## src/rtl/dist3_pkg.sv

```systemverilog
// Shared types and helpers for the 1-to-3 round-robin distributor.
// Channel indices are 2 bits wide but only 0..2 are ever produced.
package dist3_pkg;

    localparam int NCH = 3;

    typedef logic [1:0] ch_idx_t;

    typedef struct packed {
        logic    found;
        ch_idx_t idx;
    } pick_t;

    function automatic ch_idx_t next_idx(input ch_idx_t i);
        return (i == 2'd2) ? 2'd0 : i + 2'd1;
    endfunction

    // Case-based lookup keeps the unused index 3 from selecting past the vector.
    function automatic logic free_at(input logic [NCH-1:0] free, input ch_idx_t i);
        case (i)
            2'd0:    return free[0];
            2'd1:    return free[1];
            2'd2:    return free[2];
            default: return 1'b0;
        endcase
    endfunction

    function automatic pick_t pick_free(input ch_idx_t ptr, input logic [NCH-1:0] free);
        pick_t   r;
        ch_idx_t c;
        r.found = 1'b0;
        r.idx   = ptr;
        c       = ptr;
        for (int k = 0; k < NCH; k++) begin
            if (!r.found && free_at(free, c)) begin
                r.found = 1'b1;
                r.idx   = c;
            end
            c = next_idx(c);
        end
        return r;
    endfunction

endpackage

```

## src/rtl/dist_slot.sv

```systemverilog
// One-entry holding register for a single output channel.
// A load in the same cycle as a drain keeps the slot valid with the new word.
module dist_slot #(
    parameter int W = 8
) (
    input  logic         clk,
    input  logic         rst_n,
    input  logic         load_i,
    input  logic         drain_i,
    input  logic [W-1:0] data_i,
    output logic         valid_o,
    output logic [W-1:0] data_o
);

    logic         v_q, v_d;
    logic [W-1:0] d_q, d_d;

    always_comb begin
        v_d = v_q;
        d_d = d_q;
        if (load_i) begin
            v_d = 1'b1;
            d_d = data_i;
        end else if (drain_i) begin
            v_d = 1'b0;
        end
    end

    always_ff @(posedge clk or negedge rst_n) begin
        if (!rst_n) begin
            v_q <= 1'b0;
            d_q <= '0;
        end else begin
            v_q <= v_d;
            d_q <= d_d;
        end
    end

    assign valid_o = v_q;
    assign data_o  = d_q;

endmodule

```

## src/rtl/dist3_rr.sv

```systemverilog
// Round-robin 1-to-3 stream distributor with a registered slot per channel.
// The pointer names the next preferred channel; SKIP_BUSY chooses skip vs strict rotation.
module dist3_rr
    import dist3_pkg::*;
#(
    parameter int W         = 8,
    parameter bit SKIP_BUSY = 1'b1
) (
    input  logic           clk,
    input  logic           rst_n,
    input  logic           in_valid,
    output logic           in_ready,
    input  logic [W-1:0]   in_data,
    output logic [NCH-1:0] out_valid,
    input  logic [NCH-1:0] out_ready,
    output logic [W-1:0]   out_data0,
    output logic [W-1:0]   out_data1,
    output logic [W-1:0]   out_data2,
    output logic           any_busy,
    output logic [1:0]     ptr
);

    // Handshake: a word moves on a rising edge where valid and ready are both high;
    // the producer holds in_valid/in_data until then, and ready never depends on valid.
    ch_idx_t        ptr_q, ptr_d, target;
    logic [NCH-1:0] valid, free, load;
    logic [W-1:0]   slot_data [NCH];
    pick_t          pick;
    logic           ready, accept;

    always_comb begin
        free   = ~valid | out_ready;
        pick   = pick_free(ptr_q, free);
        target = ptr_q;
        ready  = 1'b0;
        load   = '0;
        if (SKIP_BUSY) begin
            target = pick.idx;
            ready  = pick.found;
        end else begin
            target = ptr_q;
            ready  = free_at(free, ptr_q);
        end
        accept = in_valid & ready;
        for (int i = 0; i < NCH; i++) begin
            load[i] = accept && (target == ch_idx_t'(i));
        end
        ptr_d = accept ? next_idx(target) : ptr_q;
    end

    always_ff @(posedge clk or negedge rst_n) begin
        if (!rst_n) begin
            ptr_q <= 2'd0;
        end else begin
            ptr_q <= ptr_d;
        end
    end

    for (genvar g = 0; g < NCH; g++) begin : g_slot
        dist_slot #(.W(W)) u_slot (
            .clk     (clk),
            .rst_n   (rst_n),
            .load_i  (load[g]),
            .drain_i (out_ready[g]),
            .data_i  (in_data),
            .valid_o (valid[g]),
            .data_o  (slot_data[g])
        );
    end

    assign in_ready  = ready;
    assign out_valid = valid;
    assign out_data0 = slot_data[0];
    assign out_data1 = slot_data[1];
    assign out_data2 = slot_data[2];
    assign any_busy  = |valid;
    assign ptr       = ptr_q;

endmodule

```

## config.mk

```make
export PLATFORM = sky130hd
export DESIGN_NAME = dist3_rr
export DESIGN_NICKNAME = d
export VERILOG_FILES = /design/src/rtl/dist3_pkg.sv /design/src/rtl/dist_slot.sv /design/src/rtl/dist3_rr.sv
export SDC_FILE = /design/constraint.sdc
export NUM_CORES = 1
export LEC_CHECK = 0
export CAP_MARGIN = 5
export CORE_UTILIZATION = 48
export DETAILED_ROUTE_END_ITERATION = 8
export GPL_ROUTABILITY_DRIVEN = 0
export PLACE_DENSITY = 0.83
export SLEW_MARGIN = 0
export SYNTH_ARGS = -nofsm -noshare
export SYNTH_HDL_FRONTEND = slang
export SYNTH_HIERARCHICAL = 1
export SYNTH_SLANG_ARGS = --single-unit
```

## constraint.sdc

```tcl
create_clock -name clk -period 3.3 [get_ports clk]
set_input_delay 0.495 -clock clk [delete_from_list [all_inputs] [get_ports clk]]
set_output_delay 0.495 -clock clk [all_outputs]
set_load 0.05 [all_outputs]
```

==> metrics.md <==
| Metric | Value |
|---|---|
| Outcome | finished, final reports clean |
| Drt drc | 0 |
| Clock Tree Root | clkbuf_4 |
| Post-synthesis compound-gate area fraction | 8.83% |
| Min Tclk post-route | around 2.7 ns |
| N_diodes | 0 |
| Cells after synthesis | between 90 and 100 |
| Setup bufs post-CTS | 0 |
| Worst endpoint required time | approximately 2.8 ns |
| Vias in the first global route | ~1000 |
| Hold-critical path depth | 1 |
| RSZ-0062 raised after global routing | false |
| Synth Area in XOR/XNOR | 0% |
| 1st-iter DRT viols | 28 |
| Setup violators final | 0 |
| Num CTS Buffers | 5 |
| Reg2Reg Depth | 5 |
| CP Class | input pin to output port |
| Post-DP HPWL | 2130 um |
| Flops & latches, synth | 29 |
| Die Area | 3050 sq um |
| Multi-input logic area | 587 sq um |
| Ports | 45 |
| Routed Antenna Nets | 0 |
| Mux cell area share after synthesis | between 20% and 30% |
| CP Max Fanout | 7 |
| Setup tns final | 0 ns |
| Clock Tree Buf Depth | 2 |
| Max-slew violations | 0 |
| Die span in x | around 55 um |
| Clk Latency, worst-skew pair | 0.33 ns |
| Cells along the critical path | clkdlybuf4s50_1 -> and2b_2 -> nand3_1 -> clkdlybuf4s50_1 |
| Top post-synthesis cells by area | dfrtp_1 (53%), mux2_4 (26%), buf_6 (2.5%) |
| Area share of the largest cell type after synthesis | a little over half |
| Via count | between 900 and 1000 |
| Simple-gate share of the synthesized area | under 10% |
| Post_cts resized | 0 |
| CP most frequent cell | clkdlybuf4s50_1 |
| FP Rows | 18 |
| Area growth from synthesis to layout | 40.4% |
| Routed wire length | 2950 um |
| Layout fillers | about 180 |
| Syn Nets | ~110 |
| Clock skew | between 0.01 and 0.015 ns |
| Critical Path Start Type | input pin |
| Initial antenna violation count | 0 |
| H-tree levels | 2 |
| Critical-path top delay cell | clkdlybuf4s50_1 |
| Clock transition at path regs | roughly 0.08 ns |
| Core ar. | about 2600 sq um |
| # clock sinks | 29 |
| Gr ovfl total | 0 |
| Fmax | 0.376 GHz |
| Synth warn | 6 |
| Max cap viols | 0 |
| PortBufs | between 40 and 50 |
| Drt pass-1 iters | 4 |
| Register area | 726 sq um |
| Worst-margin pin slew | about 0.53 ns |
| Initial Util | 53.0% |
| Crit path DAT | around 2.2 ns |
| # hold bufs at CTS | 0 |
| Rel. slew slack | between 60% and 70% |
| Global Route Usage Sum | 21.7% |
| Largest family of logic cells by synthesized area | multiplexers |
| Final Cycle Share | 80.6% |
| R2R setup slack | 1.59 ns |
| Synth Cell Area | 1360 sq um |
| Layout cells sized above 1 | about a third |
| Crit-path max cell delay | 0.80 ns |
| Final Hold Viols | 0 |
| CP Capture Type | output port |
| Overall die height | 55.2 um |
| Synth Area in Adders | 0% |
| Cell accounting for the most synthesized area | dfrtp_1 |
| Pin count of the biggest net entering global routing | 30 |
| CTS tree | built |
| Syn Area/Cell | between 10 and 15 sq um |
| Global-route wire length before repair | ~5000 um |
| Final Util | between 70% and 80% |
| Post-synth cell types | 25 |
| Vias per cell | ~5.5 |
| WL/cell | 16.7 um |
| Nets@finish | between 150 and 200 |
| Sequential-to-total area share from yosys stat | 53.4% |
| Hold Crit Class | flop to flop |
## synth_stat cells, drive strengths merged
| cell | number |
|---|---|
| nand3 | 1 |
| nand2b | 3 |
| inv | 6 |
| a21o | 4 |
| a22oi | 1 |
| dfrtp | 29 |
| a211oi | 2 |
| or3 | 1 |
| o211ai | 2 |
| o21ai | 2 |
| and4bb | 1 |
| nor2b | 1 |
| nor2 | 1 |
| a21oi | 2 |
| nand2 | 1 |
| mux2 | 24 |
| nor4 | 1 |
| o22ai | 2 |
| and2b | 2 |
| buf | 3 |
| nor3 | 2 |
## cells by family after synthesis
group / count (synthesis)
multiplexers: 24
AO/OA/AOI/OAI: 15
AND/OR/NAND/NOR: 14
buffers and inverters: 9
flip-flops: 29
## worst max-delay path, delay by kind of cell
kind	cells	cell delay [ns]
buf+inv	2	1.28
simple gates	2	0.39
## flip-flops by register name, summed over array words and instances, names as in the netlist
register	count
g_slot.u_slot/data_o	24
g_slot.u_slot/valid_o	3
ptr	2
## path summary, 6_finish.rpt
check | from | end
setup / recovery | out_ready[0] | in_ready
hold / removal | g_slot[1].u_slot/data_o[3] | g_slot[1].u_slot/data_o[3]
setup reg to reg | g_slot[0].u_slot/valid_o | g_slot[2].u_slot/data_o[0]
hold reg to reg | g_slot[1].u_slot/data_o[3] | g_slot[1].u_slot/data_o[3]
max in group asynchronous | rst_n | g_slot[2].u_slot/data_o[2]
min in group asynchronous | rst_n | g_slot[1].u_slot/data_o[5]
## layout by cell type (no fill, tap or decap)
cell type,netlist,routed
o22ai_1,1,1
buf_4,0,6
o21ai_1,1,1
nor4_4,0,1
a21oi_1,2,2
mux2_4,24,24
a21o_2,3,3
nor3_1,2,2
inv_1,6,6
and4bb_1,1,1
clkinv_2,0,2
a22oi_1,1,1
clkbuf_1,0,1
nand2b_1,3,3
clkdlybuf4s50_1,0,44
o21ai_0,1,1
nand2_1,1,1
nor2_1,1,1
a21o_1,1,1
clkbuf_4,0,5
nor2b_2,1,1
and2b_1,1,1
or3_1,1,1
a211oi_2,2,2
o22ai_2,1,1
nand3_1,1,1
dfrtp_1,29,29
and2b_2,1,1
o211ai_1,2,2
## per-stage QoR
step | worst slack (ns) | std cells | hold WS (ns) | cell area [sq um]
6_report | 0.640 | 176 | 0.516 | 1910
5_1_grt | 0.580 | 176 | 0.539 | 1910
4_1_cts | 0.633 | 176 | 0.521 | 1910
3_5_place_dp | 0.629 | 168 | 0.492 | 1860
3_3_place_gp | 0.664 | 168 | 0.495 | 1860
2_1_floorplan | 1.34 | 91 | 0.199 | 1360
## per-layer routing
metal / global-route usage, % / part of all wire [%] / vias up
li1: - / - / 431
met2: 34.8 / 51 / 45
met3: 7.73 / 5.2 / 10
met1: 25.3 / 41 / 475
met5: 0 / 0 / -
met4: 12.1 / 2.6 / 0
## layout make-up
class	instances	share of cell area, %
clock buffers	6	2.16
clock inverters	2	0.524
inverters	6	1.18
multi-input cells	53	30.7
flip-flops and latches	29	38.0
well taps	30	1.97
repair buffers	50	25.4
Power is not shown: default switching activity piles up to over one toggle a cycle in this logic, so the estimate is an artifact.
